[src/rtl/updown_sweep_ctrl.sv]
// Triangle-sweep sequencer: drives a W-bit up/down count lo -> hi -> lo for a
// programmed number of passes, with hold, abort and completion/error pulses.
module updown_sweep_ctrl #(
    parameter int W  = 4,
    parameter int RW = 4
) (
    input  logic          clk,
    input  logic          rst,
    input  logic          start,
    input  logic [W-1:0]  lo,
    input  logic [W-1:0]  hi,
    input  logic [RW-1:0] reps,
    input  logic          hold,
    input  logic          abort,
    output logic [W-1:0]  count,
    output logic          dir,
    output logic [RW-1:0] pass,
    output logic          busy,
    output logic          done,
    output logic          err
);

    typedef enum logic [1:0] {
        IDLE = 2'd0,
        UP   = 2'd1,
        DOWN = 2'd2,
        DONE = 2'd3
    } state_t;

    state_t        state_q, state_d;
    logic [W-1:0]  count_q, count_d;
    logic [RW-1:0] pass_q, pass_d;
    logic [W-1:0]  lo_q, lo_d;
    logic [W-1:0]  hi_q, hi_d;
    logic [RW-1:0] reps_q, reps_d;
    logic          err_q, err_d;
    logic [RW-1:0] pass_inc;

    assign pass_inc = pass_q + RW'(1);

    always_comb begin
        state_d = state_q;
        count_d = count_q;
        pass_d  = pass_q;
        lo_d    = lo_q;
        hi_d    = hi_q;
        reps_d  = reps_q;
        err_d   = 1'b0;
        case (state_q)
            IDLE: begin
                // abort in IDLE swallows a simultaneous start, including its err pulse
                if (start && !abort) begin
                    if ((lo < hi) && (reps != '0)) begin
                        lo_d    = lo;
                        hi_d    = hi;
                        reps_d  = reps;
                        count_d = lo;
                        pass_d  = '0;
                        state_d = UP;
                    end else begin
                        err_d = 1'b1;
                    end
                end
            end
            UP: begin
                if (abort) begin
                    state_d = IDLE;
                end else if (!hold) begin
                    if (count_q != hi_q) begin
                        count_d = count_q + W'(1);
                    end else begin
                        count_d = count_q - W'(1);
                        state_d = DOWN;
                    end
                end
            end
            DOWN: begin
                if (abort) begin
                    state_d = IDLE;
                end else if (!hold) begin
                    if (count_q != lo_q) begin
                        count_d = count_q - W'(1);
                    end else begin
                        // later passes restart at lo+1 so lo is shown once per turnaround
                        pass_d = pass_inc;
                        if (pass_inc == reps_q) begin
                            state_d = DONE;
                        end else begin
                            count_d = lo_q + W'(1);
                            state_d = UP;
                        end
                    end
                end
            end
            DONE: begin
                state_d = IDLE;
            end
            default: begin
                state_d = IDLE;
            end
        endcase
    end

    always_ff @(posedge clk or posedge rst) begin
        if (rst) begin
            state_q <= IDLE;
            count_q <= '0;
            pass_q  <= '0;
            lo_q    <= '0;
            hi_q    <= '0;
            reps_q  <= '0;
            err_q   <= 1'b0;
        end else begin
            state_q <= state_d;
            count_q <= count_d;
            pass_q  <= pass_d;
            lo_q    <= lo_d;
            hi_q    <= hi_d;
            reps_q  <= reps_d;
            err_q   <= err_d;
        end
    end

    assign count = count_q;
    assign pass  = pass_q;
    assign dir   = (state_q != DOWN);
    assign busy  = (state_q == UP) || (state_q == DOWN);
    assign done  = (state_q == DONE);
    assign err   = err_q;

endmodule

[config.mk]
export PLATFORM = sky130hd
export DESIGN_NAME = updown_sweep_ctrl
export DESIGN_NICKNAME = d
export VERILOG_FILES = /design/src/rtl/updown_sweep_ctrl.sv
export SDC_FILE = /design/constraint.sdc
export NUM_CORES = 1
export LEC_CHECK = 0
export ABC_CLOCK_PERIOD_IN_PS = 2100
export CAP_MARGIN = 20
export CORE_MARGIN = 2
export CORE_UTILIZATION = 48
export DETAILED_ROUTE_END_ITERATION = 7
export PLACE_DENSITY = 0.85
export SETUP_SLACK_MARGIN = 0.2
export SLEW_MARGIN = 0
export SYNTH_ARGS = -nofsm -noshare
export SYNTH_HDL_FRONTEND = slang
export SYNTH_SLANG_ARGS = --single-unit
[constraint.sdc]
create_clock -name clk -period 2.1 [get_ports clk]
set_clock_uncertainty 0.05 [all_clocks]
set_input_delay 0.42 -clock clk [delete_from_list [all_inputs] [get_ports clk]]
set_output_delay 0.42 -clock clk [all_outputs]
set_load 0.05 [all_outputs]
# Yosys cells after proc, flatten, opt, wreduce, memory -nomap -nowiden
# Index checks and enable logic that the tools add are counted.
dict set report totals {
  register_bits 23
  in_bits 17
  out_inout_bits 12
  wordCells 72
}
dict set report classes {
  n_addsub 4
  n_lt_le_gt_ge 1
  eq_ne 19
  muxes 29
  reduce_logical 12
}
# cell n
set ops {}
lappend ops {{4-bit two-way mux} 14}
lappend ops {{2-bit two-way mux} 9}
lappend ops {{2-bit inequality test (second input constant)} 8}
lappend ops {{3-bit inequality test (second input constant)} 5}
lappend ops {{4-bit by 1-bit adder with 4-bit output (second input constant)} 3}
lappend ops {{4-bit one-hot mux with 3 select lines} 1}
lappend ops {{6-bit AND reduction} 2}
lappend ops {{4-bit inequality test} 2}
lappend ops {{2-bit one-hot mux with 4 select lines} 1}
lappend ops {{4-bit one-hot mux with 2 select lines} 1}
lappend ops {{8-bit AND reduction} 1}
lappend ops {{2-bit == test (second input constant)} 2}
lappend ops {{4-bit == test} 1}
lappend ops {{4-bit less-than comparator} 1}
lappend ops {{4-bit nonzero test} 1}
lappend ops {{4-bit by 1-bit subtractor with 4-bit output (second input constant)} 1}
lappend ops {{1-bit two-way mux} 3}
lappend ops {{3-bit AND reduction} 1}
lappend ops {{3-bit nonzero test} 1}
lappend ops {{2-bit by 1-bit == test with 1-bit output (second input constant)} 1}
lappend ops {{1-bit logical AND} 2}
lappend ops {{2-bit logical NOT} 1}
lappend ops {{2-bit nonzero test} 1}
lappend ops {{1-bit logical NOT} 1}
lappend ops {{1-bit logical OR} 1}

# Depth between registers and ports, before layout
dict set report depth {
  depth_word 7
  mapped_depth 8
  ltp_nobuf 7
}

# Worst setup path after synthesis
# Ideal clock, no wire load.
dict set report synth_timing {
  path_kind {flip-flop to flip-flop}
  from {register state_q[0]}
  to {register pass_q[0] (netlist: pass[0])}
  setup_time_ps 126
  t_arrival_ps 2069
  required_time_ps 1924
  slack_ps -145
  path_stages_with_launch 9
  n_path_buf 1
  synth_period_minus_slack_ps 2245
  cell_sequence {dfrtp_1 > inv_1 > ha_1 > buf_2 > inv_1 > nor3_1 > a21oi_1 > a21o_1 > a221o_1}
}
dict set report synth_between {
  elab_chain_len 3
  word_cells_on_any_way 10
  cone_classes {6 x eq/ne; 1 x mux; 3 x reduce/logical}
}
# item line
set synth_rtl {}
lappend synth_rtl {{start: declaration} 30} ;# state_t state_q, state_d;
lappend synth_rtl {{start signal: assignment} 114} ;# state_q <= state_d;
lappend synth_rtl {{2-bit == test / 2-bit logical NOT (equally long branches)} 49} ;# case (state_q)
lappend synth_rtl {{2-bit inequality test (no line) / 2-bit nonzero test (equally long branches)} --}
lappend synth_rtl {{6-bit AND reduction (no line)} --}
lappend synth_rtl {{end signal: assignment} 116} ;# pass_q <= pass_d;
lappend synth_rtl {{end: declaration} 32} ;# logic [RW-1:0] pass_q, pass_d;
# Parallel ways exist; a longest one is shown, timed or not.
# A chain may end at the register's enable or synchronous reset.

# Worst setup path in the final report
dict set report layout_timing {
  from {register pass_q[1] (netlist: pass[1])}
  to {register count_q[3] (netlist: count[3])}
}
dict set report layout_between {
  elab_chain_len 4
}
# item line
set layout_rtl {}
lappend layout_rtl {{4-bit by 1-bit adder with 4-bit output} 39} ;# assign pass_inc = pass_q + RW'(1);
lappend layout_rtl {{4-bit == test} 86} ;# if (pass_inc == reps_q) begin
lappend layout_rtl {{3-bit inequality test (no line)} --}
lappend layout_rtl {{8-bit AND reduction (no line)} --}
lappend layout_rtl {{end signal: assignment} 115} ;# count_q <= count_d;
lappend layout_rtl {{end: declaration} 31} ;# logic [W-1:0] count_q, count_d;
# No other way between the ends.

==> reports/qor.yml <==
clock_path_buffers: 2
dieWidth_um: 64.5
async_reset_ff_share_pct: 100
grt_pass1_wl_mm: 8.91
r2r_start: "pass[1]"
num_vias: 1860
fin_ws_ns: -0.0387
synth_flop_cell: "dfrtp_1"
wl_mm: 6.51
syn-cell-area_sq_um: 1760
r2r_cells: 7
cts_made_buffers: 3
worstSetupStartpointType: "register"
fin_nets: 274
gp_congestion: 0.867
core_sq_um: 3420
globalRoute.totalOverflow: 0
postLayoutCoreUtil_pct: 80.1
multiInputGateArea_sq_um: 1380
die_h_um: 64.5
powerDensity_nw_per_um2: 1440
fill_cells: 184
dieArea_sq_um: 4160
cts.sinks: 23
rows: 21
antennaDiodeCount: 0
final.setup.tns_ns: -0.0455
clock_latency_ns: 0.34
postCtsHoldBufs: 0
cts_tree: "done"
crit_type: "register to register"
leakage_uw: 0.00127
hold-path-cell-count: 3
hold_viol: 0
grt_pass1_vias: 1810
grt_max_degree: 24
slew_headroom_pct: 66.1
cts_root_buf: "clkbuf_4"
status: "finished, violations left"
register_area_sq_um: 587
portBuffers: 28
min_to: "hi_q[1]"
setup_viol: 2
worstMarginPinSlew_ns: 0.505
violations: "setup timing"
place_area_sq_um: 2320
design_area_sq_um: 2740
drv_cap: 0
syn_inst: 175
startpoint: "pass[1]"
place.detailed.hpwl_mm: 3.51
ios: 29
synth_seq_area_share_pct: 32.8
dr.pass1.iters: 8
vdd_ir_drop_max_uv: 959
start_util_pct: 51.4
grt_util_all_layers_pct: 28.2
period_share_pct: 102
drcViolationCount: 0
synth.top_cell.area_share_pct: 32.8
final_cell_mix: "buf_4, dlygate4sd2_1, dfrtp_1"
hold_start: "hi[1]"
antenna_left: 0
rsz0062_at_grt: "yes"
ys_ff_latch: 23
regToRegSetupSlack_ns: -0.04
finalNonFillerCells: 290
fmax_mhz: 468
syn_nets: 204
synth_top_area_cell: "dfrtp_1"
synth_warnings: 0
slew_violations: 0
crit_arrival_ns: 2.33
crit_required_ns: 2.29
worstPathMaxFanout: 5
end_kind: "register"
wl_per_cell_um: 22.5
cts.clk_slew.worst_paths_ns: 0.16
synth_area_leaders: "dfrtp_1, ha_1, xor2_1, mux2_1, mux2i_1"
holdCritPathClass: "input port to register"
cts_htree_levels: 1
worstReg2RegEnd: "count[3]"
placedCellCount: 264
layout_commonest_cell: "buf_4"
antenna_found_initial: 0
synth_edf_count: 0
synthDistinctLibCells: 51
hold_slack_ns: 0.338
avgSynthCellArea_sq_um: 10.0
area_growth_syn_to_layout_pct: 55.8
final_layout_size_suffix_gt1_share_pct: 50.4
drt-vias-per-instance: 6.41
post-route-min-period_ns: 2.14
first_iter_violations: 132
## metal layers
layer	GRT usage [%]	vias up	part of all wire [%]
met3	3.65	54	8.3
met5	0	-	0
met2	49.1	150	50
met1	34.9	883	36
met4	13.0	0	5.9
li1	-	773	-
## worst max path at each step
stage / endpoint / slack (ns) / depth (start not counted)
6_report: count[3] / -0.04 / 7
5_1_grt: count[3] / -0.09 / 7
2_1_floorplan: count[3] / -0.008 / 6
3_3_place_gp: hi_q[2] / -0.56 / 8
3_5_place_dp: count[1] / -0.66 / 8
4_1_cts: count[3] / 0.09 / 6
## cell usage after synthesis, drive strengths merged, types with 4 or more instances
library cell and instances:
xnor2 5, nand2 6, nor2 7, mux2 11, nor4 5, mux2i 6
xor2 12, a21oi 5, ha 12, nor3 5, dfrtp 23, a21o 4
nand3 6, buf 4, o32ai 4, clkbuf 4, a22o 4, inv 16
## cell type report
cell class	instances	area share (%)
Clock buffer	3	0.823
Inverter	16	2.79
Clock inverter	1	0.183
Timing Repair Buffer	72	22.1
Multi-Input combinational cell	129	50.5
Sequential cell	23	21.4
Tap cell	46	2.10
## metrics by stage
stage          total power, uW  worst slack [ns]
2_1_floorplan             2390          -0.00787
6_report                  3950           -0.0387
5_1_grt                   4100           -0.0896
3_3_place_gp              2850            -0.562
3_5_place_dp              2970            -0.657
4_1_cts                   3520            0.0947
## registers in the layout, indices dropped and copies added (netlist names)
signal   flops
pass         4
err          1
reps_q       4
count        4
hi_q         4
state_q      2
lo_q         4
## critical path, cell delays in order (launching register included)
cell     delay, ns
dfrtp_2       0.48
ha_4          0.26
xnor2_1       0.19
nand4_1       0.28
o31ai_4       0.37
buf_6         0.19
a21o_1        0.13
o32ai_2       0.09
## cell families after synthesis
logic type	share of synthesized area, %
compound gates	17.8
xor+xnor	10.2
fa+ha+maj	8.55
buf+inv	5.91
flops	32.8
mux	10.5
simple gates	14.3
## power by group
group	switching [uW]	total, uW	internal, uW
clock	169	241	71.8
sequential	234	864	630
combinational	1550	2850	1300
## repair_timing
item                       4_1_cts  5_1_grt
pin swaps                       14       12
gates resized for setup         61       24
setup buffers                   10       10
cloned                           2        0
setup endpoints to repair       32       23
Note: power is estimated with default switching activity, not from simulation.
